--- src/rtl/uart_dbg_pkg.sv ---
// UART debug protocol definitions shared between the host adapter and the remote bridge.
package uart_dbg_pkg;

  typedef enum logic [7:0] {
    CMD_NOP   = 8'h00,
    CMD_READ  = 8'h01,
    CMD_WRITE = 8'h02,
    CMD_RST_A = 8'hFE,
    CMD_RST_D = 8'hFF
  } cmd_t;

  function automatic int max_int(input int a, input int b);
    return (a > b) ? a : b;
  endfunction

endpackage

--- src/rtl/uart_core.sv ---
// 8N1/8N2 UART with valid/ready byte interfaces. Bit period is cfg_div+1 clocks.
// Reset is synchronous and active-low.
module uart_core (
  input  logic        clk,
  input  logic        rst_n,
  input  logic [15:0] cfg_div,
  input  logic        cfg_txen,
  input  logic        cfg_rxen,
  input  logic        cfg_nstop,
  input  logic        tx_valid,
  output logic        tx_ready,
  input  logic [7:0]  tx_data,
  output logic        rx_valid,
  input  logic        rx_ready,
  output logic [7:0]  rx_data,
  output logic        txd,
  input  logic        rxd
);

  typedef enum logic [1:0] {RX_IDLE, RX_START, RX_DATA, RX_STOP} rx_state_t;

  logic        tx_busy;
  logic [15:0] tx_tmr;
  logic [3:0]  tx_left;
  logic [9:0]  tx_sh;

  rx_state_t   rx_st;
  logic [1:0]  rxd_sync;
  logic [15:0] rx_tmr;
  logic [2:0]  rx_bit;
  logic [7:0]  rx_sh;

  // A byte is only taken while the shifter is idle; an in-flight byte always finishes.
  assign tx_ready = cfg_txen & ~tx_busy;

  // Transmit shifter: start bit goes out on the accepting edge, then data LSB first, then stop bit(s).
  always_ff @(posedge clk) begin
    if (!rst_n) begin
      tx_busy <= 1'b0;
      tx_tmr  <= '0;
      tx_left <= '0;
      tx_sh   <= '1;
      txd     <= 1'b1;
    end else if (!tx_busy) begin
      if (tx_valid && tx_ready) begin
        tx_busy <= 1'b1;
        txd     <= 1'b0;
        tx_sh   <= {2'b11, tx_data};
        tx_left <= cfg_nstop ? 4'd10 : 4'd9;
        tx_tmr  <= cfg_div;
      end
    end else if (tx_tmr != 16'd0) begin
      tx_tmr <= tx_tmr - 16'd1;
    end else if (tx_left == 4'd0) begin
      tx_busy <= 1'b0;
    end else begin
      txd     <= tx_sh[0];
      tx_sh   <= {1'b1, tx_sh[9:1]};
      tx_left <= tx_left - 4'd1;
      tx_tmr  <= cfg_div;
    end
  end

  // Receiver: synchronise rxd, confirm the start bit at mid-bit, sample each bit at its centre.
  always_ff @(posedge clk) begin
    if (!rst_n) begin
      rx_st    <= RX_IDLE;
      rxd_sync <= 2'b11;
      rx_tmr   <= '0;
      rx_bit   <= '0;
      rx_sh    <= '0;
      rx_data  <= '0;
      rx_valid <= 1'b0;
    end else begin
      rxd_sync <= {rxd_sync[0], rxd};
      if (rx_valid && rx_ready) rx_valid <= 1'b0;
      case (rx_st)
        RX_IDLE: begin
          if (cfg_rxen && !rxd_sync[1]) begin
            rx_st  <= RX_START;
            rx_tmr <= {1'b0, cfg_div[15:1]};
          end
        end
        RX_START: begin
          if (rx_tmr != 16'd0) rx_tmr <= rx_tmr - 16'd1;
          else if (!rxd_sync[1]) begin
            rx_st  <= RX_DATA;
            rx_tmr <= cfg_div;
            rx_bit <= 3'd0;
          end else rx_st <= RX_IDLE;
        end
        RX_DATA: begin
          if (rx_tmr != 16'd0) rx_tmr <= rx_tmr - 16'd1;
          else begin
            rx_sh  <= {rxd_sync[1], rx_sh[7:1]};
            rx_tmr <= cfg_div;
            rx_bit <= rx_bit + 3'd1;
            if (rx_bit == 3'd7) rx_st <= RX_STOP;
          end
        end
        RX_STOP: begin
          if (rx_tmr != 16'd0) rx_tmr <= rx_tmr - 16'd1;
          else begin
            rx_st <= RX_IDLE;
            if (rxd_sync[1]) begin
              rx_data  <= rx_sh;
              rx_valid <= 1'b1;
            end
          end
        end
        default: rx_st <= RX_IDLE;
      endcase
    end
  end

endmodule

--- src/rtl/wb2uart_host.sv ---
// Wishbone pipelined responder that turns each bus access into a UART debug frame
// and returns the remote read reply; also issues remote reset assert/de-assert commands.
//
//  state  | meaning
//  IDLE   | waiting for a bus request or a remote reset request
//  RST    | sending the remote reset command byte
//  CMD    | sending the read/write command byte
//  ADDR   | sending address bytes, LSB first
//  DATA   | sending write data bytes, LSB first
//  RDWAIT | collecting read reply bytes, timeout running
//  RESP   | one-cycle ack/err on the bus
module wb2uart_host
  import uart_dbg_pkg::*;
#(
  parameter int ADDR_BYTE = 2,
  parameter int DATA_BYTE = 2,
  parameter int BAUD_RATE = 115200,
  parameter int CLK_FREQ  = 100,
  parameter int TIMEOUT   = 2000000
) (
  input  logic                   clk,
  input  logic                   rst,
  input  logic                   enable,
  output logic                   uart_txd,
  input  logic                   uart_rxd,
  input  logic                   rst_valid,
  input  logic                   rst_assert,
  output logic                   rst_ready,
  input  logic                   wb_cyc_i,
  input  logic                   wb_stb_i,
  input  logic                   wb_we_i,
  input  logic [8*ADDR_BYTE-1:0] wb_adr_i,
  input  logic [8*DATA_BYTE-1:0] wb_dat_i,
  output logic [8*DATA_BYTE-1:0] wb_dat_o,
  output logic                   wb_ack_o,
  output logic                   wb_err_o,
  output logic                   wb_stall_o
);

  localparam int AW  = 8 * ADDR_BYTE;
  localparam int DW  = 8 * DATA_BYTE;
  localparam int BCW = $clog2(max_int(ADDR_BYTE, DATA_BYTE) + 1);
  localparam int TW  = $clog2(TIMEOUT + 1);
  localparam int DIV = CLK_FREQ * 1000000 / BAUD_RATE - 1;
  localparam logic [15:0] CFG_DIV = DIV[15:0];
  localparam logic [BCW-1:0] ADDR_LAST = BCW'(ADDR_BYTE - 1);
  localparam logic [BCW-1:0] DATA_LAST = BCW'(DATA_BYTE - 1);
  localparam logic [TW-1:0]  TO_LAST   = TW'(TIMEOUT - 1);
  localparam logic [TW-1:0]  TO_MAX    = TW'(TIMEOUT);

  typedef enum logic [2:0] {S_IDLE, S_RST, S_CMD, S_ADDR, S_DATA, S_RDWAIT, S_RESP} state_t;

  state_t                     state;
  logic [AW-1:0]              adr_q;
  logic [DW-1:0]              dat_q;
  logic                       we_q;
  cmd_t                       rst_cmd_q;
  logic [BCW-1:0]             byte_idx;
  logic [TW-1:0]              to_cnt;
  logic [DATA_BYTE-1:0][7:0]  rd_bytes;
  logic [DATA_BYTE-1:0][7:0]  rd_next;

  logic       tx_valid;
  logic       tx_ready;
  logic [7:0] tx_data;
  logic       tx_hs;
  logic       rx_valid;
  logic [7:0] rx_data;
  logic [7:0] adr_byte;
  logic [7:0] dat_byte;

  assign wb_stall_o = (state != S_IDLE);
  assign tx_hs      = tx_valid & tx_ready;

  // Byte select over the latched address/data, and the outgoing byte for the current state.
  always_comb begin
    adr_byte = 8'h00;
    dat_byte = 8'h00;
    for (int i = 0; i < ADDR_BYTE; i++)
      if (byte_idx == BCW'(i)) adr_byte = adr_q[8*i +: 8];
    for (int i = 0; i < DATA_BYTE; i++)
      if (byte_idx == BCW'(i)) dat_byte = dat_q[8*i +: 8];
    tx_valid = 1'b0;
    tx_data  = 8'h00;
    case (state)
      S_RST:  begin tx_valid = 1'b1; tx_data = rst_cmd_q; end
      S_CMD:  begin tx_valid = 1'b1; tx_data = we_q ? CMD_WRITE : CMD_READ; end
      S_ADDR: begin tx_valid = 1'b1; tx_data = adr_byte; end
      S_DATA: begin tx_valid = 1'b1; tx_data = dat_byte; end
      default: ;
    endcase
  end

  // Read word with the incoming byte placed at the current byte position (LSB first).
  always_comb begin
    rd_next = rd_bytes;
    for (int i = 0; i < DATA_BYTE; i++)
      if (byte_idx == BCW'(i)) rd_next[i] = rx_data;
  end

  // Sequencing FSM; ack/err/rst_ready are registered one-cycle pulses.
  always_ff @(posedge clk) begin
    if (rst) begin
      state     <= S_IDLE;
      adr_q     <= '0;
      dat_q     <= '0;
      we_q      <= 1'b0;
      rst_cmd_q <= CMD_RST_D;
      byte_idx  <= '0;
      to_cnt    <= '0;
      rd_bytes  <= '0;
      wb_dat_o  <= '0;
      wb_ack_o  <= 1'b0;
      wb_err_o  <= 1'b0;
      rst_ready <= 1'b0;
    end else begin
      wb_ack_o  <= 1'b0;
      wb_err_o  <= 1'b0;
      rst_ready <= 1'b0;
      case (state)
        S_IDLE: begin
          if (wb_cyc_i && wb_stb_i && !wb_stall_o) begin
            adr_q <= wb_adr_i;
            dat_q <= wb_dat_i;
            we_q  <= wb_we_i;
            state <= S_CMD;
          end else if (rst_valid) begin
            rst_cmd_q <= rst_assert ? CMD_RST_A : CMD_RST_D;
            state     <= S_RST;
          end
        end
        S_RST: begin
          if (tx_hs) begin
            rst_ready <= 1'b1;
            state     <= S_IDLE;
          end
        end
        S_CMD: begin
          if (tx_hs) begin
            byte_idx <= '0;
            state    <= S_ADDR;
          end
        end
        S_ADDR: begin
          if (tx_hs) begin
            if (byte_idx == ADDR_LAST) begin
              byte_idx <= '0;
              if (we_q) state <= S_DATA;
              else begin
                to_cnt <= '0;
                state  <= S_RDWAIT;
              end
            end else byte_idx <= byte_idx + BCW'(1);
          end
        end
        S_DATA: begin
          if (tx_hs) begin
            if (byte_idx == DATA_LAST) begin
              wb_ack_o <= wb_cyc_i;
              state    <= S_RESP;
            end else byte_idx <= byte_idx + BCW'(1);
          end
        end
        S_RDWAIT: begin
          if (to_cnt != TO_MAX) to_cnt <= to_cnt + TW'(1);
          if (rx_valid) begin
            rd_bytes <= rd_next;
            if (byte_idx == DATA_LAST) begin
              wb_dat_o <= rd_next;
              wb_ack_o <= wb_cyc_i;
              state    <= S_RESP;
            end else byte_idx <= byte_idx + BCW'(1);
          end else if (to_cnt == TO_LAST) begin
            wb_dat_o <= '1;
            wb_err_o <= wb_cyc_i;
            state    <= S_RESP;
          end
        end
        S_RESP:  state <= S_IDLE;
        default: state <= S_IDLE;
      endcase
    end
  end

  // Replies are consumed every cycle; anything arriving outside RDWAIT is simply dropped.
  uart_core u_uart (
    .clk       (clk),
    .rst_n     (~rst),
    .cfg_div   (CFG_DIV),
    .cfg_txen  (enable),
    .cfg_rxen  (enable),
    .cfg_nstop (1'b0),
    .tx_valid  (tx_valid),
    .tx_ready  (tx_ready),
    .tx_data   (tx_data),
    .rx_valid  (rx_valid),
    .rx_ready  (1'b1),
    .rx_data   (rx_data),
    .txd       (uart_txd),
    .rxd       (uart_rxd)
  );

endmodule

--- config.mk ---
export PLATFORM = sky130hd
export DESIGN_NAME = wb2uart_host
export DESIGN_NICKNAME = d
export VERILOG_FILES = /design/src/rtl/uart_dbg_pkg.sv /design/src/rtl/uart_core.sv /design/src/rtl/wb2uart_host.sv
export SDC_FILE = /design/constraint.sdc
export NUM_CORES = 1
export LEC_CHECK = 0
export ABC_CLOCK_PERIOD_IN_PS = 3000
export CORE_UTILIZATION = 58
export CTS_CLUSTER_SIZE = 8
export DETAILED_ROUTE_END_ITERATION = 8
export GPL_TIMING_DRIVEN = 0
export PLACE_DENSITY = 0.86
export SETUP_SLACK_MARGIN = 0.1
export SLEW_MARGIN = 40
export SYNTH_ARGS = -nofsm -noshare
export SYNTH_HDL_FRONTEND = slang
export SYNTH_SLANG_ARGS = --single-unit
--- constraint.sdc ---
create_clock -name clk -period 3 [get_ports clk]
set_clock_uncertainty 0.05 [all_clocks]
set_input_delay 0.45 -clock clk [delete_from_list [all_inputs] [get_ports clk]]
set_output_delay 0.45 -clock clk [all_outputs]
set_load 0.005 [all_outputs]
==> results of run 1 <==
[cell usage after synthesis (9+ instances only)]
cell and instances:
sky130_fd_sc_hd__nand2_1 171, sky130_fd_sc_hd__dfxtp_1 157, sky130_fd_sc_hd__a21oi_1 102, sky130_fd_sc_hd__nor2_1 54
sky130_fd_sc_hd__clkbuf_1 47, sky130_fd_sc_hd__nor3_1 33, sky130_fd_sc_hd__inv_1 32, sky130_fd_sc_hd__o21ai_0 28
sky130_fd_sc_hd__nand3_1 23, sky130_fd_sc_hd__xnor2_1 20, sky130_fd_sc_hd__ha_1 18, sky130_fd_sc_hd__nor4_1 14
sky130_fd_sc_hd__o21a_1 14, sky130_fd_sc_hd__o211ai_1 13, sky130_fd_sc_hd__a211oi_1 12, sky130_fd_sc_hd__mux2i_1 12
sky130_fd_sc_hd__nand4_1 11, sky130_fd_sc_hd__nor2b_1 10, sky130_fd_sc_hd__or3_1 9
[cells by family (layout without fill, tap and decap cells)]
| logic type | Yosys count | in the layout | synth area share |
|---|---|---|---|
| mux | 14 | 14 | 0.0187 |
| xor+xnor | 25 | 25 | 0.0287 |
| compound gates | 244 | 244 | 0.212 |
| buf+inv | 90 | 183 | 0.0477 |
| fa+ha+maj | 18 | 18 | 0.0295 |
| flops | 157 | 157 | 0.412 |
| simple gates | 390 | 390 | 0.252 |
[registers in the layout, indices dropped and copies added (netlist names), 2 cells and up, named ones only]
| name | cells |
|---|---|
| adr_q | 16 |
| u_uart.tx_sh | 8 |
| u_uart.tx_left | 4 |
| u_uart.rxd_sync | 2 |
| byte_idx | 2 |
| wb_dat_o | 16 |
| rd_bytes | 8 |
| dat_q | 16 |
| u_uart.rx_data | 8 |
| to_cnt | 21 |
| u_uart.tx_tmr | 16 |
| state | 3 |
| u_uart.rx_bit | 3 |
| u_uart.rx_sh | 8 |
| u_uart.rx_tmr | 16 |
[power groups by stage]
stage / sequential [µW] / combinational [µW] / clock, µW
after floorplan: 2510 / 1690 / 0
after global placement: 2560 / 2150 / 0
after detailed placement: 2570 / 2190 / 0
after CTS: 2530 / 2210 / 1980
after global routing: 2570 / 2480 / 2090
final: 2540 / 2260 / 1970
[layer usage]
| metal | track usage | routed length [µm] | vias to the layer above |
|---|---|---|---|
| li1 | - | - | 3515 |
| met5 | 0 | 0 | - |
| met3 | 0.0612 | 1300 | 40 |
| met2 | 0.490 | 9230 | 298 |
| met1 | 0.397 | 8710 | 3425 |
| met4 | 0.122 | 376 | 0 |
[worst max-delay path by stage]
stage,endpoint,slack (ps),cells after the start
6_report,to_cnt[18],230,6
5_1_grt,u_uart.rx_tmr[9],110,8
4_1_cts,u_uart.rx_tmr[10],290,8
3_5_place_dp,to_cnt[18],-150,6
3_3_place_gp,to_cnt[18],-130,6
2_1_floorplan,u_uart.tx_tmr[14],670,8
[worst reg2reg max path: cells and delay by family, from the launching register on]
kind                       cells  cell delay, ps
and+or+nand+nor                3            1110
DFF                            1             320
adders and majority gates      1             160
AOI/OAI and AO/OA              2             700
buffers and inverters          2             260
[timing repair]
action,4_1_cts,5_1_grt
endpoints found under the hold margin,0,0
setup endpoints to repair,0,3
buffers inserted,0,0
resized for setup,0,4
[cell type report]
cell class / count / share of cell area
plain buffers: 56 / 0.0264
clock buffers: 22 / 0.0526
clock inverters: 10 / 0.00721
inverters: 34 / 0.0141
multi-input cells: 691 / 0.460
flip-flops and latches: 157 / 0.348
well taps: 172 / 0.0239
repair buffers: 61 / 0.0677
[metrics by stage]
step	util	instances	area [µm²]	hold slack, ps	setup WS, ps
global placement	0.665	1171	8460	345	-135
finish	0.709	1203	9020	364	228
floorplan	-	938	7640	339	667
global route	0.709	1203	9020	402	111
detailed placement	0.665	1171	8460	351	-147
CTS	0.708	1203	9000	365	289
==> run_summary.xml, run 1 <==
<?xml version="1.0" encoding="UTF-8"?>
<metrics>
  <group name="detailed_routing">
    <metric name="drc" unit="">0</metric>
    <metric name="drt-wirelength-per-cell" unit="µm">16.3</metric>
    <metric name="postRouteAntennaNets" unit="">0</metric>
    <metric name="vias" unit="">7278</metric>
    <metric name="drt_iter0_drc" unit="">654</metric>
    <metric name="routed_via_density" unit="">6.05</metric>
    <metric name="sum_of_routed_wire_length_over_all_layers" unit="mm">19.6</metric>
    <metric name="drt-pass1-iter-count" unit="">5</metric>
  </group>
  <group name="final_layout">
    <metric name="synthToLayoutAreaGrowth" unit="%">18.1</metric>
    <metric name="post_route_cells_drive_above_1_share" unit="">0.0757</metric>
    <metric name="multiInputGateArea" unit="µm²">4150</metric>
    <metric name="register_area" unit="µm²">3140</metric>
    <metric name="nets" unit="">1077</metric>
    <metric name="final.fill_count" unit="">1028</metric>
    <metric name="layout.cells.most_common_list" unit="">sky130_fd_sc_hd__nand2_1, sky130_fd_sc_hd__dfxtp_1, sky130_fd_sc_hd__a21oi_1</metric>
    <metric name="antenna_cells" unit="">0</metric>
    <metric name="layout.cells.most_common" unit="">sky130_fd_sc_hd__nand2_1</metric>
  </group>
  <group name="min_path">
    <metric name="min-delay-path-class" unit="">flop to flop</metric>
    <metric name="holdCritStartpoint" unit="">u_uart.rxd_sync[0]</metric>
    <metric name="hold_path_end" unit="">u_uart.rxd_sync[1]</metric>
    <metric name="hold_path_depth" unit="">1</metric>
  </group>
  <group name="floorplan">
    <metric name="design.die.area" unit="µm²">13600</metric>
    <metric name="initial_utilization" unit="">0.600</metric>
    <metric name="num_rows" unit="">41</metric>
    <metric name="dieHeight" unit="µm">117</metric>
    <metric name="boundaryPins" unit="">62</metric>
    <metric name="die_w" unit="µm">117</metric>
    <metric name="core_area" unit="µm²">12700</metric>
  </group>
  <group name="power_and_ir_drop">
    <metric name="vdd.ir_drop.worst" unit="mV">0.557</metric>
    <metric name="power.internal" unit="µW">4350</metric>
    <metric name="p_per_area" unit="nW/µm²">751</metric>
    <metric name="power.combinational.fraction" unit="">0.334</metric>
    <metric name="total_power" unit="µW">6770</metric>
    <metric name="total_leakage_power" unit="µW">0.00310</metric>
    <metric name="clock_power_share" unit="">0.291</metric>
    <metric name="power_share_of_the_sequential_group" unit="">0.375</metric>
    <metric name="netSwitchingPower" unit="µW">2420</metric>
    <metric name="p_sw_frac" unit="">0.358</metric>
  </group>
  <group name="logic_synthesis">
    <metric name="postSynthAreaPerCell" unit="µm²">8.14</metric>
    <metric name="yosysTopAreaCellShare" unit="">0.412</metric>
    <metric name="count_of_unique_library_cells_instantiated_by_yosys" unit="">83</metric>
    <metric name="syn_inst_count" unit="">938</metric>
    <metric name="syn_nets" unit="">997</metric>
    <metric name="synthDominantAreaCellType" unit="">sky130_fd_sc_hd__dfxtp_1</metric>
    <metric name="synth-async-reset-ratio" unit="">0</metric>
    <metric name="yosysWarnings" unit="">0</metric>
    <metric name="post_synth_instance_area" unit="µm²">7640</metric>
    <metric name="synth_top_cells_by_area" unit="">sky130_fd_sc_hd__dfxtp_1, sky130_fd_sc_hd__nand2_1, sky130_fd_sc_hd__a21oi_1</metric>
    <metric name="dominantRegCellSynth" unit="">sky130_fd_sc_hd__dfxtp_1</metric>
    <metric name="ys_seq_elements" unit="">157</metric>
    <metric name="ys_seq_area_frac" unit="">0.412</metric>
    <metric name="edff_count_synth" unit="">0</metric>
  </group>
  <group name="sta">
    <metric name="max_slew_headroom_at_the_worst_pin" unit="">0.434</metric>
    <metric name="fin_setup_tns" unit="ps">0</metric>
    <metric name="max_freq" unit="MHz">361</metric>
    <metric name="grt_setup_unrepaired" unit="">no</metric>
    <metric name="report.final.setup_viol" unit="">0</metric>
    <metric name="final-hold-violation-count" unit="">0</metric>
    <metric name="fin_crit_sh" unit="">0.924</metric>
    <metric name="finalWorstPathRequiredPeriod" unit="ps">2770</metric>
    <metric name="timing_max_transition_violations_final" unit="">0</metric>
    <metric name="tightestPinTransition" unit="ps">838</metric>
  </group>
  <group name="global_routing">
    <metric name="globalRouteTotalUtil" unit="">0.303</metric>
    <metric name="globalRouteOverflowTotal" unit="">0</metric>
    <metric name="global_route_wire_length_before_repair" unit="mm">31.9</metric>
    <metric name="grt_max_degree" unit="">17</metric>
    <metric name="vias_in_the_first_global_route" unit="">6607</metric>
    <metric name="number_of_antenna_violations_at_the_first_check_in_global_routing" unit="">0</metric>
  </group>
  <group name="setup_path">
    <metric name="crit_family" unit="">simple AND/OR/NAND/NOR gates</metric>
    <metric name="critical_path.reg2reg.endpoint" unit="">u_uart.tx_tmr[14]</metric>
    <metric name="cp_cell_sequence" unit="">clkdlybuf4s50_1 -&gt; nor2b_1 -&gt; a41oi_1 -&gt; or2_2 -&gt; nor4_1 -&gt; mux2_2</metric>
    <metric name="worstPathMaxFanout" unit="">8</metric>
    <metric name="rrSetupSlack" unit="ps">270</metric>
    <metric name="largest_incremental_delay_on_the_critical_path" unit="ps">590</metric>
    <metric name="worst_r2r_path_depth" unit="">8</metric>
    <metric name="cp.arrival" unit="ps">3040</metric>
    <metric name="worst_setup_path_end_kind" unit="">flop</metric>
    <metric name="crit-reg2reg-launch" unit="">u_uart.tx_tmr[0]</metric>
    <metric name="critical_path.n_buffers_inverters" unit="">1</metric>
    <metric name="cp_slowest_cell" unit="">sky130_fd_sc_hd__clkdlybuf4s50_1</metric>
    <metric name="critical_path_class" unit="">input port to flop</metric>
    <metric name="timing.critical_path.from_type" unit="">input port</metric>
    <metric name="critical_path.startpoint" unit="">enable</metric>
    <metric name="critPathRequiredTime" unit="ps">3270</metric>
  </group>
  <group name="cts">
    <metric name="cts.path.max_buffers" unit="">2</metric>
    <metric name="clk_transition_reported_paths" unit="ps">60</metric>
    <metric name="htree_num_levels" unit="">4</metric>
    <metric name="ctsRootBufferMaster" unit="">sky130_fd_sc_hd__clkbuf_16</metric>
    <metric name="clk-insertion-delay-late" unit="ps">430</metric>
    <metric name="clock-sinks" unit="">157</metric>
    <metric name="cts_tree" unit="">yes</metric>
    <metric name="cts_buffers" unit="">17</metric>
    <metric name="holdBufCountCts" unit="">0</metric>
  </group>
  <group name="run_status">
    <metric name="status" unit="">completed</metric>
  </group>
  <group name="place">
    <metric name="io_buffer_count" unit="">61</metric>
    <metric name="hpwlAfterDp" unit="mm">14.1</metric>
    <metric name="routabilityCongestion" unit="">0.907</metric>
  </group>
  <group name="flow_run">
    <metric name="max_cap_violation_count" unit="">0</metric>
  </group>
</metrics>
Note: power is estimated with default switching activity, not from simulation.
==> run 2: changes to the inputs <==
- CELL_PAD_IN_SITES_DETAIL_PLACEMENT: not set -> 2
- CELL_PAD_IN_SITES_GLOBAL_PLACEMENT: not set -> 2
- CORE_UTILIZATION: 58 -> 36
- CTS_BUF_LIST: not set -> sky130_fd_sc_hd__clkbuf_8
- PLACE_DENSITY: 0.86 -> 0.87
==> run_summary.xml, run 2 (synthesis results as in run 1) <==
<?xml version="1.0" encoding="UTF-8"?>
<metrics>
  <group name="sta">
    <metric name="finalWorstPathRequiredPeriod" unit="ps">2740</metric>
    <metric name="max_freq" unit="MHz">365</metric>
    <metric name="fin_crit_sh" unit="">0.912</metric>
    <metric name="holdWs" unit="ps">372</metric>
    <metric name="tightestPinTransition" unit="ps">729</metric>
    <metric name="final-hold-violation-count" unit="">0</metric>
    <metric name="max_slew_headroom_at_the_worst_pin" unit="">0.514</metric>
    <metric name="report.final.setup_viol" unit="">0</metric>
    <metric name="grt_setup_unrepaired" unit="">yes</metric>
    <metric name="postLayoutSetupSlackWorst" unit="ps">263</metric>
    <metric name="fin_setup_tns" unit="ps">0</metric>
    <metric name="timing_max_transition_violations_final" unit="">0</metric>
  </group>
  <group name="flow_run">
    <metric name="max_cap_violation_count" unit="">0</metric>
  </group>
  <group name="setup_path">
    <metric name="critical_path.startpoint" unit="">u_uart.tx_tmr[0]</metric>
    <metric name="worstPathMaxFanout" unit="">10</metric>
    <metric name="critPathRequiredTime" unit="ps">3300</metric>
    <metric name="largest_incremental_delay_on_the_critical_path" unit="ps">520</metric>
    <metric name="worst_setup_path_end_kind" unit="">flop</metric>
    <metric name="crit_family" unit="">simple AND/OR/NAND/NOR gates</metric>
    <metric name="cp.arrival" unit="ps">3040</metric>
    <metric name="cp_cell_sequence" unit="">inv_1 -&gt; ha_1 -&gt; or4b_1 -&gt; nor4_1 -&gt; a21oi_2 -&gt; clkbuf_2 -&gt; a21oi_1 -&gt; o31ai_1</metric>
    <metric name="timing.critical_path.from_type" unit="">flop</metric>
    <metric name="critical_path_class" unit="">flop to flop</metric>
    <metric name="critical_path.n_buffers_inverters" unit="">2</metric>
    <metric name="cp_slowest_cell" unit="">sky130_fd_sc_hd__nor4_1</metric>
    <metric name="crit-reg2reg-launch" unit="">u_uart.tx_tmr[0]</metric>
  </group>
  <group name="final_layout">
    <metric name="register_area" unit="µm²">3140</metric>
    <metric name="layout.cells.most_common" unit="">sky130_fd_sc_hd__nand2_1</metric>
    <metric name="registers.top_by_ff_count" unit="">to_cnt</metric>
    <metric name="postLayoutCoreUtil" unit="">0.442</metric>
    <metric name="postLayoutCellArea" unit="µm²">9060</metric>
    <metric name="post_route_cells_drive_above_1_share" unit="">0.0824</metric>
    <metric name="nets" unit="">1077</metric>
    <metric name="synthToLayoutAreaGrowth" unit="%">18.7</metric>
    <metric name="layout.cells.most_common_list" unit="">sky130_fd_sc_hd__nand2_1, sky130_fd_sc_hd__dfxtp_1, sky130_fd_sc_hd__a21oi_1</metric>
    <metric name="multiInputGateArea" unit="µm²">4190</metric>
    <metric name="antenna_cells" unit="">0</metric>
    <metric name="final.fill_count" unit="">2343</metric>
    <metric name="largest_register_ff_count" unit="">21</metric>
  </group>
  <group name="floorplan">
    <metric name="design.die.area" unit="µm²">21800</metric>
    <metric name="core_area" unit="µm²">20500</metric>
    <metric name="initial_utilization" unit="">0.373</metric>
    <metric name="boundaryPins" unit="">62</metric>
    <metric name="num_rows" unit="">52</metric>
    <metric name="die_w" unit="µm">148</metric>
    <metric name="dieHeight" unit="µm">148</metric>
  </group>
  <group name="detailed_routing">
    <metric name="sum_of_routed_wire_length_over_all_layers" unit="mm">26.9</metric>
    <metric name="postRouteAntennaNets" unit="">0</metric>
    <metric name="vias" unit="">7354</metric>
    <metric name="drt-wirelength-per-cell" unit="µm">20.7</metric>
    <metric name="drt_iter0_drc" unit="">277</metric>
    <metric name="drt-pass1-iter-count" unit="">7</metric>
    <metric name="drc" unit="">0</metric>
    <metric name="routed_via_density" unit="">5.65</metric>
  </group>
  <group name="cts">
    <metric name="ctsRootBufferMaster" unit="">sky130_fd_sc_hd__clkbuf_8</metric>
    <metric name="holdBufCountCts" unit="">0</metric>
    <metric name="clk_transition_reported_paths" unit="ps">90</metric>
    <metric name="htree_num_levels" unit="">4</metric>
    <metric name="cts_buffers" unit="">17</metric>
    <metric name="cts.path.max_buffers" unit="">2</metric>
    <metric name="cts_setup_buffers" unit="">0</metric>
    <metric name="cts_tree" unit="">yes</metric>
    <metric name="clk-insertion-delay-late" unit="ps">480</metric>
    <metric name="clock-sinks" unit="">157</metric>
  </group>
  <group name="global_routing">
    <metric name="vias_in_the_first_global_route" unit="">7990</metric>
    <metric name="global_route_wire_length_before_repair" unit="mm">43.9</metric>
    <metric name="globalRouteOverflowTotal" unit="">0</metric>
    <metric name="globalRouteTotalUtil" unit="">0.258</metric>
    <metric name="grt_max_degree" unit="">17</metric>
    <metric name="number_of_antenna_violations_at_the_first_check_in_global_routing" unit="">0</metric>
  </group>
  <group name="run_status">
    <metric name="status" unit="">completed</metric>
  </group>
  <group name="min_path">
    <metric name="holdCritStartpoint" unit="">u_uart.rxd_sync[0]</metric>
    <metric name="min-delay-path-class" unit="">flop to flop</metric>
  </group>
  <group name="place">
    <metric name="hpwlAfterDp" unit="mm">19.4</metric>
    <metric name="routabilityCongestion" unit="">0.823</metric>
    <metric name="dpl_worst_slack" unit="ps">-205</metric>
    <metric name="io_buffer_count" unit="">61</metric>
    <metric name="area_post_placement" unit="µm²">8600</metric>
  </group>
  <group name="power_and_ir_drop">
    <metric name="p_per_area" unit="nW/µm²">742</metric>
    <metric name="vdd.ir_drop.worst" unit="mV">0.360</metric>
    <metric name="total_leakage_power" unit="µW">0.00306</metric>
  </group>
</metrics>
-- run 2: where the power goes --
part | leakage (µW) | switching (µW) | total, µW | internal [µW]
Clock | 0.000209 | 867 | 1710 | 846
Combinational | 0.00158 | 1520 | 2460 | 935
Sequential | 0.00127 | 243 | 2560 | 2310
-- run 2: area by class of cell --
| type | instances | area share |
|---|---|---|
| Sequential cell | 157 | 0.347 |
| Multi-Input combinational cell | 691 | 0.462 |
| Inverter | 34 | 0.0141 |
| Timing Repair Buffer | 61 | 0.0674 |
| Buffer | 56 | 0.0264 |
| Clock buffer | 18 | 0.0273 |
| Clock inverter | 14 | 0.0189 |
| Tap cell | 270 | 0.0373 |
-- run 2: final timing paths --
check | cells past startpoint | slack (ps) | endpoint
worst max-delay path | 8 | 260 | u_uart.tx_sh[3]
worst min register to register | 1 | 370 | u_uart.rxd_sync[1]
worst min-delay path | 1 | 370 | u_uart.rxd_sync[1]
worst max register to register | 8 | 260 | u_uart.tx_sh[3]
-- run 2: metrics by stage --
step,total power [µW],cells
2_1_floorplan,4200,938
3_3_place_gp,4840,1269
3_5_place_dp,4940,1269
4_1_cts,6710,1301
5_1_grt,7110,1301
6_report,6730,1301
-- run 2: worst reg2reg max path, stage by stage, from the launching register on --
cell	delay [ps]
sky130_fd_sc_hd__dfxtp_1	330
sky130_fd_sc_hd__inv_1	150
sky130_fd_sc_hd__ha_1	190
sky130_fd_sc_hd__or4b_1	470
sky130_fd_sc_hd__nor4_1	520
sky130_fd_sc_hd__a21oi_2	300
sky130_fd_sc_hd__clkbuf_2	320
sky130_fd_sc_hd__a21oi_1	200
sky130_fd_sc_hd__o31ai_1	100
-- run 2: what timing repair did --
action | CTS | global route
setup endpoints to repair | 0 | 34
resized for setup | 0 | 9
hold endpoints to repair | 0 | 0
-- run 2: metal layers --
| metal | vias up | track usage | share of wire |
|---|---|---|---|
| li1 | 3507 | - | - |
| met1 | 3702 | 0.330 | 0.46 |
| met2 | 105 | 0.445 | 0.49 |
| met3 | 40 | 0.0389 | 0.022 |
| met4 | 0 | 0.0825 | 0.019 |
| met5 | - | 0 | 0 |
==> run 3: changes to the inputs <==
- CORE_UTILIZATION: 36 -> 33
- PLACE_DENSITY: 0.87 -> 0.82
==> run_summary.xml, run 3 (synthesis results as in run 1) <==
<?xml version="1.0" encoding="UTF-8"?>
<metrics>
  <group name="sta">
    <metric name="finalWorstPathRequiredPeriod" unit="ps">2790</metric>
    <metric name="max_slew_headroom_at_the_worst_pin" unit="">0.482</metric>
    <metric name="fin_setup_tns" unit="ps">0</metric>
    <metric name="final-hold-violation-count" unit="">0</metric>
    <metric name="fin_crit_sh" unit="">0.931</metric>
    <metric name="report.final.setup_viol" unit="">0</metric>
    <metric name="tightestPinTransition" unit="ps">776</metric>
    <metric name="timing_max_transition_violations_final" unit="">0</metric>
    <metric name="grt_setup_unrepaired" unit="">yes</metric>
    <metric name="max_freq" unit="MHz">358</metric>
  </group>
  <group name="final_layout">
    <metric name="post_route_cells_drive_above_1_share" unit="">0.0786</metric>
    <metric name="layout.cells.most_common_list" unit="">sky130_fd_sc_hd__nand2_1, sky130_fd_sc_hd__dfxtp_1, sky130_fd_sc_hd__a21oi_1</metric>
    <metric name="postLayoutCellArea" unit="µm²">9030</metric>
    <metric name="layout.cells.most_common" unit="">sky130_fd_sc_hd__nand2_1</metric>
    <metric name="registers.top_by_ff_count" unit="">to_cnt</metric>
    <metric name="largest_register_ff_count" unit="">21</metric>
    <metric name="synthToLayoutAreaGrowth" unit="%">18.2</metric>
    <metric name="nets" unit="">1077</metric>
    <metric name="antenna_cells" unit="">0</metric>
  </group>
  <group name="cts">
    <metric name="holdBufCountCts" unit="">0</metric>
    <metric name="cts_buffers" unit="">17</metric>
    <metric name="clock-sinks" unit="">157</metric>
    <metric name="cts.path.max_buffers" unit="">2</metric>
    <metric name="ctsRootBufferMaster" unit="">sky130_fd_sc_hd__clkbuf_8</metric>
    <metric name="cts_tree" unit="">yes</metric>
    <metric name="clk-insertion-delay-late" unit="ps">470</metric>
    <metric name="htree_num_levels" unit="">4</metric>
    <metric name="clk_transition_reported_paths" unit="ps">80</metric>
  </group>
  <group name="power_and_ir_drop">
    <metric name="total_leakage_power" unit="µW">0.00304</metric>
    <metric name="p_per_area" unit="nW/µm²">726</metric>
    <metric name="vdd.ir_drop.worst" unit="mV">0.408</metric>
  </group>
  <group name="detailed_routing">
    <metric name="drt-pass1-iter-count" unit="">5</metric>
    <metric name="drt-wirelength-per-cell" unit="µm">20.2</metric>
    <metric name="routed_via_density" unit="">5.58</metric>
    <metric name="sum_of_routed_wire_length_over_all_layers" unit="mm">26.5</metric>
    <metric name="vias" unit="">7342</metric>
    <metric name="postRouteAntennaNets" unit="">0</metric>
    <metric name="drt_iter0_drc" unit="">352</metric>
    <metric name="drc" unit="">0</metric>
  </group>
  <group name="global_routing">
    <metric name="globalRouteOverflowTotal" unit="">0</metric>
    <metric name="number_of_antenna_violations_at_the_first_check_in_global_routing" unit="">0</metric>
    <metric name="vias_in_the_first_global_route" unit="">7915</metric>
    <metric name="global_route_wire_length_before_repair" unit="mm">43.1</metric>
    <metric name="globalRouteTotalUtil" unit="">0.234</metric>
    <metric name="grt_max_degree" unit="">17</metric>
  </group>
  <group name="run_status">
    <metric name="status" unit="">completed</metric>
  </group>
  <group name="setup_path">
    <metric name="timing.critical_path.from_type" unit="">flop</metric>
    <metric name="critPathRequiredTime" unit="ps">3310</metric>
    <metric name="crit-reg2reg-launch" unit="">u_uart.tx_tmr[0]</metric>
    <metric name="worst_r2r_path_depth" unit="">8</metric>
    <metric name="worst_setup_path_end_kind" unit="">flop</metric>
    <metric name="rrSetupSlack" unit="ps">210</metric>
    <metric name="worstPathMaxFanout" unit="">10</metric>
    <metric name="critical_path.reg2reg.endpoint" unit="">u_uart.tx_sh[6]</metric>
    <metric name="critical_path_class" unit="">flop to flop</metric>
    <metric name="cp.arrival" unit="ps">3100</metric>
  </group>
  <group name="floorplan">
    <metric name="boundaryPins" unit="">62</metric>
    <metric name="dieHeight" unit="µm">154</metric>
    <metric name="core_area" unit="µm²">22600</metric>
    <metric name="design.die.area" unit="µm²">23800</metric>
    <metric name="initial_utilization" unit="">0.337</metric>
    <metric name="num_rows" unit="">55</metric>
    <metric name="die_w" unit="µm">154</metric>
  </group>
  <group name="flow_run">
    <metric name="max_cap_violation_count" unit="">0</metric>
  </group>
  <group name="place">
    <metric name="io_buffer_count" unit="">61</metric>
    <metric name="area_post_placement" unit="µm²">8620</metric>
    <metric name="hpwlAfterDp" unit="mm">19.8</metric>
    <metric name="routabilityCongestion" unit="">0.816</metric>
  </group>
  <group name="min_path">
    <metric name="hold_path_end" unit="">u_uart.rxd_sync[1]</metric>
    <metric name="holdCritStartpoint" unit="">u_uart.rxd_sync[0]</metric>
    <metric name="hold_path_depth" unit="">1</metric>
    <metric name="min-delay-path-class" unit="">flop to flop</metric>
  </group>
</metrics>
==> run 3: worst max-delay path, cell delays in order, from the launching register on <==
cell	delay, ps
sky130_fd_sc_hd__dfxtp_1	340
sky130_fd_sc_hd__inv_1	130
sky130_fd_sc_hd__ha_1	190
sky130_fd_sc_hd__or4b_1	470
sky130_fd_sc_hd__or4_4	500
sky130_fd_sc_hd__buf_6	150
sky130_fd_sc_hd__o21ai_2	470
sky130_fd_sc_hd__o211ai_1	230
sky130_fd_sc_hd__o31a_1	160
==> run 3: final cells by class <==
cell class	count	area (µm²)
clock buffer	17	234
fill	2600	13600
multi-input combinational	691	4180
tap	285	357
buffer	56	239
timing repair buffer	61	611
clock inverter	15	135
sequential	157	3140
inverter	34	128
==> run 3: timing repair <==
action | CTS | global route
setup buffers | 0 | 0
setup endpoints to repair | 9 | 31
pin swaps | 0 | 0
gates resized for setup | 2 | 4
gates cloned | 0 | 0
==> run 3: routing by layer <==
layer | routed length, µm | global-route usage | up-vias | share of wire
met3 | 772 | 0.0341 | 27 | 0.029
li1 | - | - | 3512 | -
met4 | 409 | 0.0690 | 0 | 0.015
met1 | 12500 | 0.305 | 3696 | 0.47
met5 | 0 | 0 | - | 0
met2 | 12800 | 0.397 | 107 | 0.48
==> run 3: through the flow <==
stage | setup slack (ps) | hold slack [ps] | utilization | total power [µW] | instances
6_report | 207 | 384 | 0.399 | 6550 | 1316
3_3_place_gp | -267 | 342 | 0.380 | 4840 | 1284
4_1_cts | 182 | 385 | 0.397 | 6540 | 1316
2_1_floorplan | 667 | 339 | - | 4200 | 938
3_5_place_dp | -242 | 358 | 0.381 | 4970 | 1284
5_1_grt | 33.0 | 402 | 0.399 | 6950 | 1316
==> run 3: power breakdown <==
| part | leakage [µW] | switching [µW] | internal (µW) |
|---|---|---|---|
| logic | 0.00157 | 1500 | 932 |
| registers | 0.00127 | 243 | 2310 |
| clock network | 0.000196 | 841 | 722 |
==> run 3: worst max path at each step <==
stage               slack (ps)           endpoint              from  cells after the start
floorplan                  670  u_uart.tx_tmr[14]  u_uart.tx_tmr[0]                      8
detailed placement        -240         to_cnt[11]            enable                      7
CTS                        180   u_uart.rx_tmr[9]  u_uart.rx_tmr[0]                      9
finish                     210    u_uart.tx_sh[6]  u_uart.tx_tmr[0]                      8
global route                30   u_uart.rx_tmr[9]  u_uart.rx_tmr[0]                      9
global placement          -270         to_cnt[18]            enable                      6
